## src/rtl/dnn_fc_layer_seq_if.sv

```systemverilog
// Bus bundle for dnn_fc_layer_seq: weight write port, input-vector
// handshake, result-vector handshake and busy status.
// master = upstream/controller side, slave = the layer itself.
interface dnn_fc_layer_seq_if #(
    parameter int N_IN  = 4,
    parameter int N_OUT = 4,
    parameter int IN_W  = 5,
    parameter int W_W   = 5,
    parameter int OUT_W = 12
);
    localparam int N_W = N_IN * N_OUT;
    localparam int AW  = (N_W > 1) ? $clog2(N_W) : 1;

    logic                      w_we;
    logic [AW-1:0]             w_addr;
    logic signed [W_W-1:0]     w_data;
    logic                      in_valid;
    logic                      in_ready;
    logic [N_IN*IN_W-1:0]      in_data;
    logic                      out_valid;
    logic                      out_ready;
    logic [N_OUT*OUT_W-1:0]    out_data;
    logic                      busy;

    modport master (
        output w_we, w_addr, w_data, in_valid, in_data, out_ready,
        input  in_ready, out_valid, out_data, busy
    );

    modport slave (
        input  w_we, w_addr, w_data, in_valid, in_data, out_ready,
        output in_ready, out_valid, out_data, busy
    );
endinterface

```

## src/rtl/dnn_fc_layer_seq.sv

```systemverilog
// Time-multiplexed fully-connected layer: one signed MAC per clock,
// N_IN*N_OUT MAC cycles per vector, runtime-writable weight store.
// Optional build macro DNN_FC_LAYER_SAT_EN: when defined, each result is
// saturated into the signed OUT_W range (only matters when OUT_W < ACC_W);
// when undefined the result wraps to its low OUT_W bits.
module dnn_fc_layer_seq #(
    parameter int N_IN  = 4,
    parameter int N_OUT = 4,
    parameter int IN_W  = 5,
    parameter int W_W   = 5,
    parameter int ACC_W = IN_W + W_W + $clog2(N_IN),
    parameter int OUT_W = ACC_W,
    parameter int RELU  = 1
) (
    input  logic               clk,
    input  logic               rst,
    dnn_fc_layer_seq_if.slave  bus
);
    localparam int N_W = N_IN * N_OUT;
    localparam int AW  = (N_W > 1) ? $clog2(N_W) : 1;
    localparam int IW  = (N_IN > 1) ? $clog2(N_IN) : 1;
    localparam int JW  = (N_OUT > 1) ? $clog2(N_OUT) : 1;
    localparam int PW  = IN_W + W_W;

    localparam logic [1:0] ST_IDLE = 2'd0;
    localparam logic [1:0] ST_MAC  = 2'd1;
    localparam logic [1:0] ST_DONE = 2'd2;

    logic [1:0]              state_q, state_d;
    logic [IW-1:0]           i_q, i_d;
    logic [JW-1:0]           j_q, j_d;
    logic signed [ACC_W-1:0] acc_q, acc_d;
    logic [N_IN*IN_W-1:0]    x_q, x_d;
    logic signed [OUT_W-1:0] res_q [N_OUT];
    logic signed [OUT_W-1:0] res_d [N_OUT];
    logic signed [W_W-1:0]   w_q [N_W];
    logic signed [W_W-1:0]   w_d [N_W];

    logic [AW-1:0]           rd_idx;
    logic signed [IN_W-1:0]  x_sel;
    logic signed [W_W-1:0]   w_sel;
    logic signed [PW-1:0]    prod_full;
    logic signed [ACC_W-1:0] prod_ext;
    logic signed [ACC_W-1:0] sum;
    logic signed [ACC_W-1:0] act;
    logic signed [OUT_W-1:0] res_val;
    logic [N_OUT*OUT_W-1:0]  out_pack;

    // MAC datapath: select x[i] and w[j*N_IN+i], multiply, accumulate, activate
    always_comb begin
        rd_idx    = AW'(int'(j_q) * N_IN + int'(i_q));
        x_sel     = $signed(x_q[int'(i_q)*IN_W +: IN_W]);
        w_sel     = w_q[rd_idx];
        prod_full = x_sel * w_sel;
        prod_ext  = ACC_W'(prod_full);
        sum       = acc_q + prod_ext;
        act       = ((RELU != 0) && (sum < 0)) ? '0 : sum;
    end

    // Reduce the activated accumulator to the output element width
    generate
        if (OUT_W >= ACC_W) begin : g_ext
            assign res_val = OUT_W'(act);
        end else begin : g_red
`ifdef DNN_FC_LAYER_SAT_EN
            localparam logic signed [ACC_W-1:0] SAT_MAX = ACC_W'((64'sd1 <<< (OUT_W-1)) - 64'sd1);
            localparam logic signed [ACC_W-1:0] SAT_MIN = ~SAT_MAX;
            // Clamp into the signed OUT_W range before narrowing
            always_comb begin
                if (act > SAT_MAX)
                    res_val = SAT_MAX[OUT_W-1:0];
                else if (act < SAT_MIN)
                    res_val = SAT_MIN[OUT_W-1:0];
                else
                    res_val = act[OUT_W-1:0];
            end
`else
            assign res_val = act[OUT_W-1:0];
`endif
        end
    endgenerate

    // Weight store next-state: writes only land while idle; addresses past
    // the store never match an entry and are dropped
    always_comb begin
        for (int k = 0; k < N_W; k++) begin
            w_d[k] = w_q[k];
            if (bus.w_we && (state_q == ST_IDLE) && (bus.w_addr == AW'(k)))
                w_d[k] = bus.w_data;
        end
    end

    // Control FSM next-state: accept a vector, sweep (j,i), hold results until taken
    always_comb begin
        state_d = state_q;
        i_d     = i_q;
        j_d     = j_q;
        acc_d   = acc_q;
        x_d     = x_q;
        for (int k = 0; k < N_OUT; k++)
            res_d[k] = res_q[k];

        case (state_q)
            ST_IDLE: begin
                if (bus.in_valid) begin
                    x_d     = bus.in_data;
                    i_d     = '0;
                    j_d     = '0;
                    acc_d   = '0;
                    state_d = ST_MAC;
                end
            end
            ST_MAC: begin
                if (i_q == IW'(N_IN - 1)) begin
                    res_d[j_q] = res_val;
                    acc_d      = '0;
                    i_d        = '0;
                    if (j_q == JW'(N_OUT - 1))
                        state_d = ST_DONE;
                    else
                        j_d = j_q + 1'b1;
                end else begin
                    acc_d = sum;
                    i_d   = i_q + 1'b1;
                end
            end
            ST_DONE: begin
                if (bus.out_ready)
                    state_d = ST_IDLE;
            end
            default: state_d = ST_IDLE;
        endcase
    end

    // State, datapath and weight registers; reset also wipes the weights
    always_ff @(posedge clk or posedge rst) begin
        if (rst) begin
            state_q <= ST_IDLE;
            i_q     <= '0;
            j_q     <= '0;
            acc_q   <= '0;
            x_q     <= '0;
            for (int k = 0; k < N_OUT; k++)
                res_q[k] <= '0;
            for (int k = 0; k < N_W; k++)
                w_q[k] <= '0;
        end else begin
            state_q <= state_d;
            i_q     <= i_d;
            j_q     <= j_d;
            acc_q   <= acc_d;
            x_q     <= x_d;
            for (int k = 0; k < N_OUT; k++)
                res_q[k] <= res_d[k];
            for (int k = 0; k < N_W; k++)
                w_q[k] <= w_d[k];
        end
    end

    // Pack per-neuron results into the output bus
    generate
        for (genvar gi = 0; gi < N_OUT; gi++) begin : g_pack
            assign out_pack[gi*OUT_W +: OUT_W] = res_q[gi];
        end
    endgenerate

    assign bus.out_data  = out_pack;
    assign bus.in_ready  = (state_q == ST_IDLE);
    assign bus.out_valid = (state_q == ST_DONE);
    assign bus.busy      = (state_q != ST_IDLE);

endmodule

```

## src/flat_wrapper.sv

```systemverilog
// flat-port wrapper written by rule: the top's interface ports become plain ports
module dnn_fc_layer_seq_flat 
#(
    parameter int N_IN  = 4,
    parameter int N_OUT = 4,
    parameter int IN_W  = 5,
    parameter int W_W   = 5,
    parameter int ACC_W = IN_W + W_W + $clog2(N_IN),
    parameter int OUT_W = ACC_W,
    parameter int RELU  = 1
)
  (clk, rst, bus_w_we, bus_w_addr, bus_w_data, bus_in_valid, bus_in_data, bus_out_ready, bus_in_ready, bus_out_valid, bus_out_data, bus_busy);
  dnn_fc_layer_seq_if #(.N_IN(N_IN), .N_OUT(N_OUT), .IN_W(IN_W), .W_W(W_W), .OUT_W(OUT_W)) bus_i ();
  input  logic clk;
  input  logic rst;
  input wire logic [$bits(bus_i.w_we)-1:0] bus_w_we;
  input wire logic [$bits(bus_i.w_addr)-1:0] bus_w_addr;
  input wire logic [$bits(bus_i.w_data)-1:0] bus_w_data;
  input wire logic [$bits(bus_i.in_valid)-1:0] bus_in_valid;
  input wire logic [$bits(bus_i.in_data)-1:0] bus_in_data;
  input wire logic [$bits(bus_i.out_ready)-1:0] bus_out_ready;
  output wire logic [$bits(bus_i.in_ready)-1:0] bus_in_ready;
  output wire logic [$bits(bus_i.out_valid)-1:0] bus_out_valid;
  output wire logic [$bits(bus_i.out_data)-1:0] bus_out_data;
  output wire logic [$bits(bus_i.busy)-1:0] bus_busy;
  assign bus_i.w_we = bus_w_we;
  assign bus_i.w_addr = bus_w_addr;
  assign bus_i.w_data = bus_w_data;
  assign bus_i.in_valid = bus_in_valid;
  assign bus_i.in_data = bus_in_data;
  assign bus_i.out_ready = bus_out_ready;
  assign bus_in_ready = bus_i.in_ready;
  assign bus_out_valid = bus_i.out_valid;
  assign bus_out_data = bus_i.out_data;
  assign bus_busy = bus_i.busy;
  dnn_fc_layer_seq #(.N_IN(N_IN), .N_OUT(N_OUT), .IN_W(IN_W), .W_W(W_W), .ACC_W(ACC_W), .OUT_W(OUT_W), .RELU(RELU)) u_core (.clk(clk), .rst(rst), .bus(bus_i));
endmodule
```

## config.mk

```make
export PLATFORM = sky130hd
export DESIGN_NAME = dnn_fc_layer_seq_flat
export DESIGN_NICKNAME = d
export VERILOG_FILES = /design/src/rtl/dnn_fc_layer_seq_if.sv /design/src/rtl/dnn_fc_layer_seq.sv /design/src/flat_wrapper.sv
export SDC_FILE = /design/constraint.sdc
export NUM_CORES = 1
export LEC_CHECK = 0
export CORE_MARGIN = 8
export CORE_UTILIZATION = 30
export CTS_BUF_LIST = sky130_fd_sc_hd__clkbuf_2 sky130_fd_sc_hd__clkbuf_4 sky130_fd_sc_hd__clkbuf_8
export DETAILED_ROUTE_END_ITERATION = 10
export PLACE_DENSITY_LB_ADDON = 0.25
export SYNTH_ARGS = -nofsm -noshare
export SYNTH_HDL_FRONTEND = slang
export SYNTH_SLANG_ARGS = --single-unit
```

## constraint.sdc

```tcl
create_clock -name clk -period 6.4 [get_ports clk]
set_input_delay 0.64 -clock clk [delete_from_list [all_inputs] [get_ports clk]]
set_output_delay 0.64 -clock clk [all_outputs]
set_load 0.01 [all_outputs]
```

==> results.md <==
* CTS buffer count at 17
* Detailed Route WL at 19600 um
* Area delta synth->final at 19.1%
* # hold bufs at CTS at 0
* Worst VDD drop at 0.587 mV
* CP Cell Sequence: buf_12, mux4_1, mux4_2, and2_4, fa_1, inv_1, fa_1, inv_1, fa_1, fa_1, inv_1, fa_1, inv_1, a21o_1, a41o_1, a31oi_1, xnor2_2, buf_12, o31ai_1
* Cell Area, Placed at 9700 um2
* HP Class: reg2reg
* Largest net degree at the start of global routing at 97
* Max-Cap Viols at 0
* Final Max Tran Viols at 0
* Yosys cell types at 47
* Die footprint at 33900 um2
* Via count at 5233
* CP bufs+invs at 6
* Hold Slack at 0.485 ns
* Shortest period the worst path allows at 5.94 ns
* Gpl congestion at 0.738
* CP dominant cell by count: fa_1
* CP Data Arrival Time at 6.30 ns
* Final worst-path cycle share at 0.928
* Die X at 184 um
* Pwr Density at 535 nW/um2
* Slowest CP cell: mux4_1
* Kind of critical path: reg2reg
* Ant diodes at 0
* Total power at 5.40 mW
* HPWL after detailed placement at 14100 um
* Final hold violation count at 0
* Setup Slack @ Placement at 0.418 ns
* First-pass detailed-route iteration total at 5
* Startpoint types: register
* GRT overflow at 0
* Finished Core Util at 0.363
* CTS max path bufs at 2
* EDFF count, synth at 0
* Fraction of layout cells with a size suffix above 1 at 0.236
* Worst-path clk slew at 0.10 ns
* Post-CTS Resized at 0
* Via/cell ratio at 4.62
* DRC at 0
* Fmax at 168 MHz
* Drt initial violations at 319
* Number of cells in the finished layout apart from fillers at 1132
* Reg2Reg Setup Slack at 0.46 ns
* Core ar. at 27800 um2
* Measured slew at the worst slew-check pin at 0.925 ns
* First-pass GRT wire length at 31800 um
* Crit path required time at 6.76 ns
* Antenna violations before repair at 0
* Most common cell after layout, fill and taps aside: dfrtp_1
* Leak pwr at 4.65 nW
* H-tree lvl count at 4
* Seq/Total Area, Yosys at 0.479
* Clock Skews at 0.0226 ns
* Post-Layout Inst Area at 10100 um2
* Max FO, Critical Path at 41
* Max incr delay on CP at 0.56 ns
* Final WS setup at 0.458 ns
* Initial Util at 0.305
* Synth Register Bits at 162
* CTS tree: built
* Fillers at 2742
* Busiest metal layer after global routing: met2
* Clk_lat worst skew at 0.46 ns
* Delay-heaviest family, CP: adder cells
* GR Layer Usage met1 at 0.166
* Layout Nets at 836
* RSZ-0062 raised after global routing: false
* Status: finished clean
* Vias in the first global route at 5548
* Post-route setup TNS at 0 ns
* Met2 Use GR at 0.190
* Placed cell count at 1100
* Most frequent cells in the layout: 162 x dfrtp_1, 100 x mux2_2, 87 x nand2_1
* Main synth FF type: dfrtp_1
* Vert. Die Dim at 184 um
* Setup bufs post-CTS at 0
* Met3 Use GR at 0.0263
* Post-synthesis async set-or-reset flop share at 1.00
* Synthesized instance count at 660
* Setup violators final at 0
* Post-route ant nets at 0
* Max transition margin at 0.384
* Port bufs at 80
* Synth warn at 0
* FP Rows at 61
* Clock root buffer master: clkbuf_8
* Number of I/O pins at 85
* Synth Area per Inst at 12.8 um2
* Gr usage total at 0.120
* # clock sinks at 162
* Crit. End Element: register
* WL per Instance at 17.3 um
* Cell Area, Synth at 8470 um2
final timing paths:
path / from / to / cells after the start
worst max-delay path: u_core.i_q[0] / u_core.bus.out_data[19] / 19
worst min-delay path: u_core.bus.out_data[33] / u_core.bus.out_data[33] / 2
worst max register to register: u_core.i_q[0] / u_core.bus.out_data[19] / 19
worst min register to register: u_core.bus.out_data[33] / u_core.bus.out_data[33] / 2
max in group asynchronous: rst / u_core.bus.out_data[43] / 3
min in group asynchronous: rst / u_core.x_q[15] / 2
kinds of logic (layout without fill, tap and decap cells):
kind of cell / count (synthesis) / in the layout / synth area share
AOI/OAI and AO/OA: 79 / 79 / 0.0616
muxes: 129 / 129 / 0.212
adders and majority gates: 61 / 61 / 0.118
other: 1 / 4 / 0.000443
DFF: 162 / 162 / 0.479
xor gates and xnor gates: 14 / 14 / 0.0145
buffers and inverters: 69 / 160 / 0.0363
and+or+nand+nor: 145 / 145 / 0.0787
registers in the layout, summed over array words and instances, names as in the netlist:
register / cells
u_core.x_q: 20
u_core.state_q: 2
u_core.acc_q: 12
u_core.bus.out_data: 44
u_core.w_q: 80
u_core.j_q: 2
u_core.i_q: 2
synth_stat cells (2+ instances only):
master / number / area (um2)
fa_1: 31 / 621
inv_1: 36 / 135
a21oi_1: 2 / 10.0
nand2b_1: 2 / 12.5
and3_1: 4 / 25.0
nor3_2: 2 / 20.0
mux4_2: 24 / 541
nor2b_1: 4 / 25.0
a22o_1: 7 / 61.3
clkbuf_1: 18 / 67.6
buf_4: 5 / 37.5
ha_1: 30 / 375
nor2_1: 14 / 52.6
buf_2: 5 / 25.0
dfrtp_1: 162 / 4050
nand3_1: 5 / 25.0
inv_2: 3 / 11.3
o21ai_0: 13 / 65.1
a31oi_1: 2 / 12.5
o31ai_1: 24 / 180
xnor2_1: 7 / 61.3
o21ai_1: 19 / 95.1
and2_4: 2 / 17.5
o21bai_1: 2 / 15.0
a21o_1: 4 / 30.0
nand2_1: 87 / 327
and2_1: 17 / 106
mux4_1: 5 / 131
xor2_1: 7 / 61.3
mux2_2: 100 / 1130
report_power, final:
part           total [mW]  internal [mW]  switching [mW]  leakage (nW)
sequential           1.61           1.39           0.225          2.16
clock               0.756          0.336           0.420         0.187
combinational        3.03           1.32            1.71          2.30
total                5.40           3.04            2.36          4.65
per-layer routing:
| layer | share of wire | wire, um | up-vias |
|---|---|---|---|
| li1 | - | - | 2475 |
| met1 | 0.49 | 9580 | 2669 |
| met2 | 0.46 | 8990 | 81 |
| met3 | 0.043 | 833 | 8 |
| met4 | 0.0079 | 155 | 0 |
| met5 | 0 | 0 | - |
worst reg2reg max path, cell delays in order, from the launching register on:
cell,delay [ns]
dfrtp_1,0.49
buf_12,0.22
mux4_1,0.57
mux4_2,0.54
and2_4,0.24
fa_1,0.51
inv_1,0.05
fa_1,0.47
inv_1,0.05
fa_1,0.49
fa_1,0.54
inv_1,0.06
fa_1,0.45
inv_1,0.07
a21o_1,0.12
a41o_1,0.22
a31oi_1,0.14
xnor2_2,0.17
buf_12,0.20
o31ai_1,0.25
final cells by class:
class,count,area [um2],area share
Tap cell,378,473,0.0469
Sequential cell,162,4050,0.402
Inverter,39,151,0.0150
Multi-Input combinational cell,432,4130,0.409
Clock buffer,20,263,0.0260
Clock inverter,12,126,0.0125
Timing Repair Buffer,89,893,0.0886
Power figures use the tool's default switching activity.
